$ cat src/rtl/mem_if_pkg.sv
// Shared definitions for the weight transfer sequencer: FSM state encoding,
// ctrl_pe field layout helpers and the weight namespace value.
package mem_if_pkg;

    typedef enum logic [1:0] {
        ST_IDLE = 2'd0,
        ST_RD   = 2'd1,
        ST_WR   = 2'd2,
        ST_DONE = 2'd3
    } xfer_state_e;

    // Namespace driven on ctrl_pe while weights move in either direction
    localparam logic [1:0] NAMESPACE_WEIGHT = 2'd1;

    // Index width that never collapses to zero bits
    function automatic int id_width(input int n);
        return (n > 1) ? $clog2(n) : 1;
    endfunction

    // One lane field is {pe_id, valid}
    function automatic int lane_field_width(input int pe_id_w);
        return pe_id_w + 1;
    endfunction

    // Lane fields sit above the namespace field, lane 0 lowest
    function automatic int lane_field_lsb(input int lane, input int pe_id_w, input int ns_w);
        return ns_w + lane * lane_field_width(pe_id_w);
    endfunction

    function automatic int ctrl_pe_width(input int lanes, input int pe_id_w, input int ns_w);
        return ns_w + lanes * lane_field_width(pe_id_w);
    endfunction

endpackage

$ cat src/rtl/lane_pe_counter.sv
// Per-lane working counters for the weight transfer sequencer.
// Holds the remaining word count of each PE in the lane and reports the
// lowest-numbered PE that still has words outstanding.
module lane_pe_counter #(
    parameter int PES_PER_LANE = 4,
    parameter int COUNT_WIDTH  = 16,
    parameter int PE_ID_W      = 2
) (
    input  logic                                  i_clk,
    input  logic                                  i_rst_n,
    input  logic                                  i_load,
    input  logic [PES_PER_LANE*COUNT_WIDTH-1:0]   i_load_vec,
    input  logic                                  i_dec,
    output logic [PE_ID_W-1:0]                    o_pe_id,
    output logic                                  o_valid
);

    logic [COUNT_WIDTH-1:0] r_rem [PES_PER_LANE];

    // Priority-select the lowest PE with words left; pe_id is 0 when idle
    always_comb begin
        o_valid = 1'b0;
        o_pe_id = '0;
        for (int p = PES_PER_LANE - 1; p >= 0; p--) begin
            if (r_rem[p] != '0) begin
                o_valid = 1'b1;
                o_pe_id = PE_ID_W'(p);
            end
        end
    end

    // Load takes precedence so a clear (load of zeros) always wins over a beat
    always_ff @(posedge i_clk or negedge i_rst_n) begin
        if (!i_rst_n) begin
            for (int p = 0; p < PES_PER_LANE; p++) begin
                r_rem[p] <= '0;
            end
        end else if (i_load) begin
            for (int p = 0; p < PES_PER_LANE; p++) begin
                r_rem[p] <= i_load_vec[p*COUNT_WIDTH +: COUNT_WIDTH];
            end
        end else if (i_dec && o_valid) begin
            for (int p = 0; p < PES_PER_LANE; p++) begin
                if (PE_ID_W'(p) == o_pe_id) begin
                    r_rem[p] <= r_rem[p] - 1'b1;
                end
            end
        end
    end

endmodule

$ cat src/rtl/weight_xfer_sequencer.sv
// Weight transfer sequencer: moves per-PE weight words from the read buffer
// into the PEs (RD phase) or from the PEs into the write buffer (WR phase).
// Per-PE word counts are programmed at runtime while idle.
// Optional stall statistics are built when WEIGHT_XFER_STATS_EN is defined.
//
// state   | meaning
// --------+----------------------------------------------------------
// IDLE    | accepting cfg writes, waiting for start_rd / start_wr
// RD      | read-in: pop read buffer, steer words to lane PEs
// WR      | write-back: push write buffer from lane PEs
// DONE    | one cycle, pulse rd_done or wr_done, then back to IDLE
module weight_xfer_sequencer
    import mem_if_pkg::*;
#(
    parameter int NUM_LANES       = 16,
    parameter int PES_PER_LANE    = 4,
    parameter int COUNT_WIDTH     = 16,
    parameter int NAMESPACE_WIDTH = 2,
    parameter logic [NAMESPACE_WIDTH-1:0] NAMESPACE_WEIGHT =
        NAMESPACE_WIDTH'(mem_if_pkg::NAMESPACE_WEIGHT),
    localparam int PE_ID_W   = id_width(PES_PER_LANE),
    localparam int LANE_W    = id_width(NUM_LANES),
    localparam int CTRL_PE_W = ctrl_pe_width(NUM_LANES, PE_ID_W, NAMESPACE_WIDTH)
) (
    input  logic                   ACLK,
    input  logic                   ARESETN,
    input  logic                   cfg_we,
    input  logic [LANE_W-1:0]      cfg_lane,
    input  logic [PE_ID_W-1:0]     cfg_pe,
    input  logic [COUNT_WIDTH-1:0] cfg_count,
    input  logic                   start_rd,
    input  logic                   start_wr,
    input  logic                   abort,
    input  logic                   rd_buf_empty,
    output logic                   rd_buf_pop,
    input  logic                   wr_buf_full,
    output logic                   wr_buf_push,
    output logic [CTRL_PE_W-1:0]   ctrl_pe,
    output logic                   busy,
    output logic                   rd_done,
    output logic                   wr_done,
    output logic [31:0]            rd_stall_cycles,
    output logic [31:0]            wr_stall_cycles
);

    xfer_state_e r_state;
    logic        r_rd_done;
    logic        r_wr_done;

    logic [COUNT_WIDTH-1:0] r_cfg [NUM_LANES][PES_PER_LANE];

    logic [PES_PER_LANE*COUNT_WIDTH-1:0] w_load_vec [NUM_LANES];
    logic [PE_ID_W-1:0]                  w_pe_id    [NUM_LANES];
    logic [NUM_LANES-1:0]                w_lane_valid;

    logic w_in_rd;
    logic w_in_wr;
    logic w_in_phase;
    logic w_any_valid;
    logic w_accept;
    logic w_abort;
    logic w_load;
    logic w_beat_rd;
    logic w_beat_wr;
    logic w_dec;

    assign w_in_rd     = (r_state == ST_RD);
    assign w_in_wr     = (r_state == ST_WR);
    assign w_in_phase  = w_in_rd || w_in_wr;
    assign w_any_valid = |w_lane_valid;
    assign w_accept    = (r_state == ST_IDLE) && (start_rd || start_wr);
    assign w_abort     = w_in_phase && abort;
    // An abort reloads the lane counters with zeros, which clears them
    assign w_load      = w_accept || w_abort;
    assign w_beat_rd   = w_in_rd && !abort && w_any_valid && !rd_buf_empty;
    assign w_beat_wr   = w_in_wr && !abort && w_any_valid && !wr_buf_full;
    assign w_dec       = w_beat_rd || w_beat_wr;

    assign rd_buf_pop  = w_beat_rd;
    assign wr_buf_push = w_beat_wr;
    assign busy        = (r_state != ST_IDLE);
    assign rd_done     = r_rd_done;
    assign wr_done     = r_wr_done;

    // Per-PE count storage, writable only while idle; stray indices are dropped
    always_ff @(posedge ACLK or negedge ARESETN) begin
        if (!ARESETN) begin
            for (int g = 0; g < NUM_LANES; g++) begin
                for (int p = 0; p < PES_PER_LANE; p++) begin
                    r_cfg[g][p] <= '0;
                end
            end
        end else if ((r_state == ST_IDLE) && cfg_we) begin
            for (int g = 0; g < NUM_LANES; g++) begin
                for (int p = 0; p < PES_PER_LANE; p++) begin
                    if ((cfg_lane == LANE_W'(g)) && (cfg_pe == PE_ID_W'(p))) begin
                        r_cfg[g][p] <= cfg_count;
                    end
                end
            end
        end
    end

    // Phase sequencing; done pulses are registered on entry to DONE
    always_ff @(posedge ACLK or negedge ARESETN) begin
        if (!ARESETN) begin
            r_state   <= ST_IDLE;
            r_rd_done <= 1'b0;
            r_wr_done <= 1'b0;
        end else begin
            r_rd_done <= 1'b0;
            r_wr_done <= 1'b0;
            case (r_state)
                ST_IDLE: begin
                    if (start_rd) begin
                        r_state <= ST_RD;
                    end else if (start_wr) begin
                        r_state <= ST_WR;
                    end
                end
                ST_RD: begin
                    if (abort) begin
                        r_state <= ST_IDLE;
                    end else if (!w_any_valid) begin
                        r_state   <= ST_DONE;
                        r_rd_done <= 1'b1;
                    end
                end
                ST_WR: begin
                    if (abort) begin
                        r_state <= ST_IDLE;
                    end else if (!w_any_valid) begin
                        r_state   <= ST_DONE;
                        r_wr_done <= 1'b1;
                    end
                end
                ST_DONE: begin
                    r_state <= ST_IDLE;
                end
                default: begin
                    r_state <= ST_IDLE;
                end
            endcase
        end
    end

    for (genvar g = 0; g < NUM_LANES; g++) begin : g_lane
        for (genvar p = 0; p < PES_PER_LANE; p++) begin : g_pe
            assign w_load_vec[g][p*COUNT_WIDTH +: COUNT_WIDTH] = w_abort ? '0 : r_cfg[g][p];
        end

        lane_pe_counter #(
            .PES_PER_LANE (PES_PER_LANE),
            .COUNT_WIDTH  (COUNT_WIDTH),
            .PE_ID_W      (PE_ID_W)
        ) u_lane_cnt (
            .i_clk      (ACLK),
            .i_rst_n    (ARESETN),
            .i_load     (w_load),
            .i_load_vec (w_load_vec[g]),
            .i_dec      (w_dec),
            .o_pe_id    (w_pe_id[g]),
            .o_valid    (w_lane_valid[g])
        );

        assign ctrl_pe[lane_field_lsb(g, PE_ID_W, NAMESPACE_WIDTH) +: lane_field_width(PE_ID_W)] =
            w_in_phase ? {w_pe_id[g], w_lane_valid[g]} : '0;
    end

    assign ctrl_pe[NAMESPACE_WIDTH-1:0] = w_in_phase ? NAMESPACE_WEIGHT : '0;

`ifdef WEIGHT_XFER_STATS_EN
    logic [31:0] r_rd_stall;
    logic [31:0] r_wr_stall;

    // Saturating stall counters, restarted whenever a new phase is accepted
    always_ff @(posedge ACLK or negedge ARESETN) begin
        if (!ARESETN) begin
            r_rd_stall <= '0;
            r_wr_stall <= '0;
        end else if (w_accept) begin
            r_rd_stall <= '0;
            r_wr_stall <= '0;
        end else begin
            if (w_in_rd && w_any_valid && rd_buf_empty && (r_rd_stall != '1)) begin
                r_rd_stall <= r_rd_stall + 32'd1;
            end
            if (w_in_wr && w_any_valid && wr_buf_full && (r_wr_stall != '1)) begin
                r_wr_stall <= r_wr_stall + 32'd1;
            end
        end
    end

    assign rd_stall_cycles = r_rd_stall;
    assign wr_stall_cycles = r_wr_stall;
`else
    assign rd_stall_cycles = 32'd0;
    assign wr_stall_cycles = 32'd0;
`endif

endmodule

$ cat config.mk
export PLATFORM = sky130hd
export DESIGN_NAME = weight_xfer_sequencer
export DESIGN_NICKNAME = d
export VERILOG_FILES = /design/src/rtl/mem_if_pkg.sv /design/src/rtl/lane_pe_counter.sv /design/src/rtl/weight_xfer_sequencer.sv
export SDC_FILE = /design/constraint.sdc
export NUM_CORES = 2
export LEC_CHECK = 0
export ABC_AREA = 1
export BUFFER_PORTS_ARGS = -buffer_cell sky130_fd_sc_hd__clkbuf_2
export CAP_MARGIN = 25
export CORE_MARGIN = 1.5
export CORE_UTILIZATION = 50
export DETAILED_ROUTE_END_ITERATION = 12
export GPL_TIMING_DRIVEN = 0
export HOLD_SLACK_MARGIN = 0.03
export PLACE_DENSITY = 0.67
export SLEW_MARGIN = 30
export SYNTH_ARGS = -nofsm -noshare
export SYNTH_HDL_FRONTEND = slang
export SYNTH_SLANG_ARGS = --single-unit
export TNS_END_PERCENT = 20
$ cat constraint.sdc
create_clock -name ACLK -period 3.4 [get_ports ACLK]
set_clock_uncertainty 0.1 [all_clocks]
set_input_delay 0.17 -clock ACLK [delete_from_list [all_inputs] [get_ports ACLK]]
set_output_delay 0.17 -clock ACLK [all_outputs]
set_load 0.05 [all_outputs]
Word-level counts from Yosys, hierarchy flattened
Index checks and enable logic that the tools add are counted.

storage, ports and cells
  bits in registers = 2052
  output and inout port bits = 119

cells by class
  add/sub/neg operators = 64
  equality and inequality tests = 71
  mux-type cells = 314
  reductions and logical operators = 391

operators with widths
  cell                     number
  $mux W16                 128
  $mux W64                 32
  $reduce_bool A16 Y1      64
  $sub A16 B1 Y16 const B  64
  $reduce_and A2 Y1        129
  $reduce_bool A2 Y1       81
  $mux W2                  68
  $logic_and A1 B1 Y1      89
  $mux W1                  69
  $eq A2 B2 Y1 const A     32
  $mux W3                  16
  $logic_not A2 Y1         18
  $eq A1 B2 Y1 const A     16
  $eq A4 B4 Y1 const B     8
  $eq A4 B3 Y1 const B     4
  $reduce_or A16 Y1        1
  $eq A2 B2 Y1 const B     4
  $eq A4 B2 Y1 const B     2
  $ne A3 B3 Y1 const B     2
  $pmux W2 S3              1
  $eq A2 B1 Y1 const B     2
  $eq A4 B1 Y1 const B     1
  $logic_not A4 Y1         1
  $logic_or A1 B1 Y1       4
  2 further kinds          4

Depth between registers and ports, before layout
  word-level depth = 12
  gate-level depth with buffers = 21

Cells and area by module
From an unflattened synthesis, not the netlist that was laid out.

second synthesis, totals
  cell total of the unflattened synthesis = 18572
  area, all modules = 124926.1 µm²

modules (own cells, without submodules)
  module                                       times used  cells each  area an instance (µm²)  sequential area each (µm²)
  weight_xfer_sequencer                        1           5866        46570.9                 25724.7
  lane_pe_counter at g_lane[0].u_lane_cnt ...  8           788         4892.2                  1601.5
  lane_pe_counter at g_lane[3].u_lane_cnt ...  6           801         4906.0                  1601.5
  lane_pe_counter at g_lane[9].u_lane_cnt      1           810         4913.5                  1601.5
  lane_pe_counter at g_lane[10].u_lane_cnt     1           786         4868.4                  1601.5

Least setup slack after synthesis
OpenSTA, ideal clock, no wires.

  path type = register to output
  start = register r_state[0]
  end = output port wr_buf_push
  arrival time = 2842 ps
  data required time = 3130 ps
  setup slack = 288 ps
  stages on the path, launching flop included = 8
  cells stage by stage = dfrtp_1 inv_1 ha_1 inv_1 nor3_1 clkbuf_1 clkbuf_1 a21boi_0

between the ends
  longest elaborated chain between the ends = 4

RTL lines
  what                               line                          RTL
  start, declared                    weight_xfer_sequencer.sv:46   xfer_state_e r_state;
  start signal, assigned             weight_xfer_sequencer.sv:107  r_state <= ST_IDLE;
  start signal, assigned             weight_xfer_sequencer.sv:116  r_state <= ST_RD;
  start signal, assigned             weight_xfer_sequencer.sv:118  r_state <= ST_WR;
  $eq A2 B2 Y1                       weight_xfer_sequencer.sv:68   assign w_in_wr = (r_state == ST_WR);
  $logic_and A1 B1 Y1 (3 in series)  weight_xfer_sequencer.sv:76   assign w_beat_wr = w_in_wr && !abort && w_any_valid && !wr_buf_full;
  end, declared                      weight_xfer_sequencer.sv:37   output logic wr_buf_push,

Every way passes these cells.

Worst setup path after layout
  start = register r_state[1]
  end = register g_lane[2].u_lane_cnt.r_rem[13] (netlist bit)

RTL lines
  what                                          line                                                      RTL
  $eq A2 B1 Y1 or $eq A2 B2 Y1 (tied branches)  weight_xfer_sequencer.sv:67, weight_xfer_sequencer.sv:68
  $logic_or A1 B1 Y1 *                          weight_xfer_sequencer.sv:69                               assign w_in_phase = w_in_rd || w_in_wr;
  named net w_in_phase                          weight_xfer_sequencer.sv:58                               logic w_in_phase;
  $logic_and A1 B1 Y1 *                         weight_xfer_sequencer.sv:72                               assign w_abort = w_in_phase && abort;
  $logic_or A1 B1 Y1                            weight_xfer_sequencer.sv:74                               assign w_load = w_accept || w_abort;
  $reduce_bool A2 Y1 (no source line)           n/a
  $reduce_and A2 Y1 (no source line)            n/a
  end signal, assigned by index                 lane_pe_counter.sv:40                                     r_rem[p] <= i_load_vec[p*COUNT_WIDTH +: COUNT_WIDTH];
  end signal, assigned by index                 lane_pe_counter.sv:45                                     r_rem[p] <= r_rem[p] - 1'b1;
  end, declared                                 lane_pe_counter.sv:18                                     logic [COUNT_WIDTH-1:0] r_rem [PES_PER_LANE];

The timed path passes the listed nets; every way through them passes the cells marked *.
A chain may end at the register's enable or synchronous reset.

==> out/results.tsv <==
metric	value	unit
endpoint_kind	flip-flop	
wl_met1	173	mm
switching_share	49.4	%
clock-root-buffer	clkbuf_16	
synth_commonest_cells	nand2_1 (3889), dfrtp_1 (2052), o21ai_0 (1756)	
fin_crit_sh	103	%
relSlewSlack	19.1	%
synthCells	13600	
yosysTopAreaCell	dfrtp_1	
dp_cells	16700	
routed_wl	458	mm
p_switching	66700	uW
nets	14400	
die_x	469	um
die_y	469	um
cp-endpoint	g_lane[2].u_lane_cnt.r_rem[13]	
reg2reg_depth	10	
worstHoldPathType	in2reg	
cts_max_level	4	
reg2reg_to	g_lane[2].u_lane_cnt.r_rem[13]	
clock_latency	0.92	ns
hpwl	312	mm
crit_start	r_state[1]	
stdcell_count	17400	
drt_iter0_drc	14800	
max-clock-path-buffers	3	
rows	170	
synth_edf_count	0	
synth.most_common_cell	nand2_1	
io_pins	149	
drc	0	
power.density	1070	mW/mm2
path_clk_slew	0.06	ns
r2r_start	r_state[1]	
drive_above_1_share	12.6	%
seq_area_frac_synth	47.3	%
max-vdd-ir-drop	0.000873	V
ant_nets	0	
ys_top_cells_by_area	dfrtp_1 (47%), nand2_1 (13%), o21ai_0 (8.1%)	
cts_tree	done	
synthToLayoutAreaGrowth	16.6	%
tightestPinTransition	1.21	ns
viasPerCell	6.09	
start_util	50.5	%
grt_pass1_vias	98000	
p_clk_share	18.9	%
synthFlopType	dfrtp_1	
grt_first_pass_wirelength	655	mm
wl_met2	191	mm
antenna_found_initial	74	
vias	106000	
cell_internal_pwr	68300	uW
power.leakage	0.0595	uW
worstPathRequired	4.12	ns
gp_congestion	0.990	
cts_sinks	2052	
critPathKind	reg2reg	
startpoint_type	flip-flop	
grt_setup_unrepaired	true	
io_buffers	83	
r2r_setup_slack	-0.1	ns
numCtsBuffers	221	
worst_slack	-0.0996	ns
dr_wl_met3	58.9	mm
grt_use_total	40.7	%
ys_ff_latch	2052	
syn_area	0.109	mm2
status	complete, but fails checks	
violations	negative setup slack	
crit_fanout	10	
synthArstFlopShare	100	%
hold_viol	0	
die_area	0.220	mm2
min_period	3.50	ns
grt_max_degree	82	
globalRouteOverflowTotal	0	
place_ws	-2.31	ns
avgSynthCellArea	7.98	um2
pwr-share-seq	26.4	%
core_area	0.215	mm2
top_layer_used	met5	
combPwrFrac	54.7	%
finalPower	135000	uW
slew_viol_final	0	
ys.warnings.count	0	
timing.fmax	286	MHz
synth.distinct_cells	53	
critPathArrivalTime	4.22	ns
synthDominantCellAreaShare	47.3	%
setup_viol	349	
firstDrtPassIters	7	
drv_cap	0	
wire_per_inst	26.4	um
per-layer routing:
metal	vias up	global-route usage [%]
met5	-	0
met4	26	26.9
met3	1530	12.6
met2	6739	58.5
met1	51200	52.8
li1	46200	-
worst min path at each step:
stage | start | endpoint | slack [ns] | depth (start not counted)
floorplan | ARESETN | g_lane[0].u_lane_cnt.r_rem[0] | -0.23 | 0
global placement | r_cfg[722] | r_cfg[722] | 0.37 | 2
detailed placement | ARESETN | g_lane[12].u_lane_cnt.r_rem[19] | -0.1 | 1
CTS | rd_buf_empty | g_lane[10].u_lane_cnt.r_rem[27] | 0.05 | 6
global route | rd_buf_empty | g_lane[10].u_lane_cnt.r_rem[27] | 0.10 | 6
finish | rd_buf_empty | g_lane[10].u_lane_cnt.r_rem[27] | 0.13 | 6
critical path, stage by stage, from the launching register on:
cell	delay [ns]
dfrtp_1	0.38
inv_1	0.14
ha_4	0.28
nand2_8	0.20
inv_1	0.18
nor2_4	0.39
clkbuf_2	0.48
clkbuf_1	0.84
a22o_1	0.27
nand2_1	0.05
nand2_1	0.06
sequential cells by signal, indices dropped and copies added, names as in the netlist:
| register | count |
|---|---|
| g_lane.u_lane_cnt.r_rem | 1024 |
| r_cfg | 1024 |
| r_state | 2 |
| rd_done | 1 |
| wr_done | 1 |
logic make-up after synthesis:
| family | count (synthesis) | synth area share, % |
|---|---|---|
| xor gates and xnor gates | 473 | 3.81 |
| other | 1 | 0.00345 |
| and+or+nand+nor | 6068 | 23.0 |
| buffers and inverters | 1717 | 6.94 |
| DFF | 2052 | 47.3 |
| adders and majority gates | 131 | 1.51 |
| AOI/OAI and AO/OA | 3168 | 17.5 |
cells in the final DEF, fill, tap and decap left out, drive strengths merged, types with 22 or more instances in the layout:
cell type	Yosys	final
nand2	3951	3951
o21ai	2370	2370
dfrtp	2052	2052
nor2	1143	1143
clkbuf	538	928
inv	897	910
nand3	642	642
buf	266	541
xor2	401	401
a22o	379	379
a21oi	168	168
nor3	145	145
ha	131	131
nand4	127	127
a32o	89	89
xnor2	72	72
clkinv	16	66
conb	1	65
o211ai	62	62
diode	0	60
o31ai	44	44
dlygate4sd3	0	29
nor4	23	23
nor3b	22	22
per-stage QoR:
stage          TNS (ns)  utilization (%)  hold slack [ns]  cell area (um2)
2_1_floorplan         0                -           -0.226           109000
3_3_place_gp          -             52.4            0.366           113000
3_5_place_dp   -1697.59             53.6          -0.0994           115000
4_1_cts          -0.833             57.9           0.0509           125000
5_1_grt          -43.32             58.8            0.103           127000
6_report         -10.46             58.9            0.125           127000
what timing repair did:
| action | CTS | global route |
|---|---|---|
| setup endpoints to repair | 1404 | 1410 |
| setup buffers | 34 | 126 |
| hold buffers | 29 | 0 |
| resized for setup | 359 | 353 |
| cloned | 0 | 4 |
| pin swaps | 24 | 92 |
| endpoints found under the hold margin | 687 | 0 |
power by group through the flow:
stage / clock network, uW / registers [uW] / logic [uW]
after floorplan: 0 / 34400 / 42000
after global placement: 0 / 35700 / 63900
after detailed placement: 0 / 35600 / 67400
after CTS: 25400 / 35300 / 69200
after global routing: 26400 / 36200 / 78100
final: 25500 / 35600 / 73900
cell type report:
cell class	instances	area, um2
timing repair buffer	375	4480
fill	19300	88500
buffer	803	5040
antenna	60	150
tap	2838	3550
clock buffer	320	6350
sequential	2052	51400
inverter	913	3450
clock inverter	95	1180
multi-input combinational	9905	51200
(Power assumes the default switching activity.)
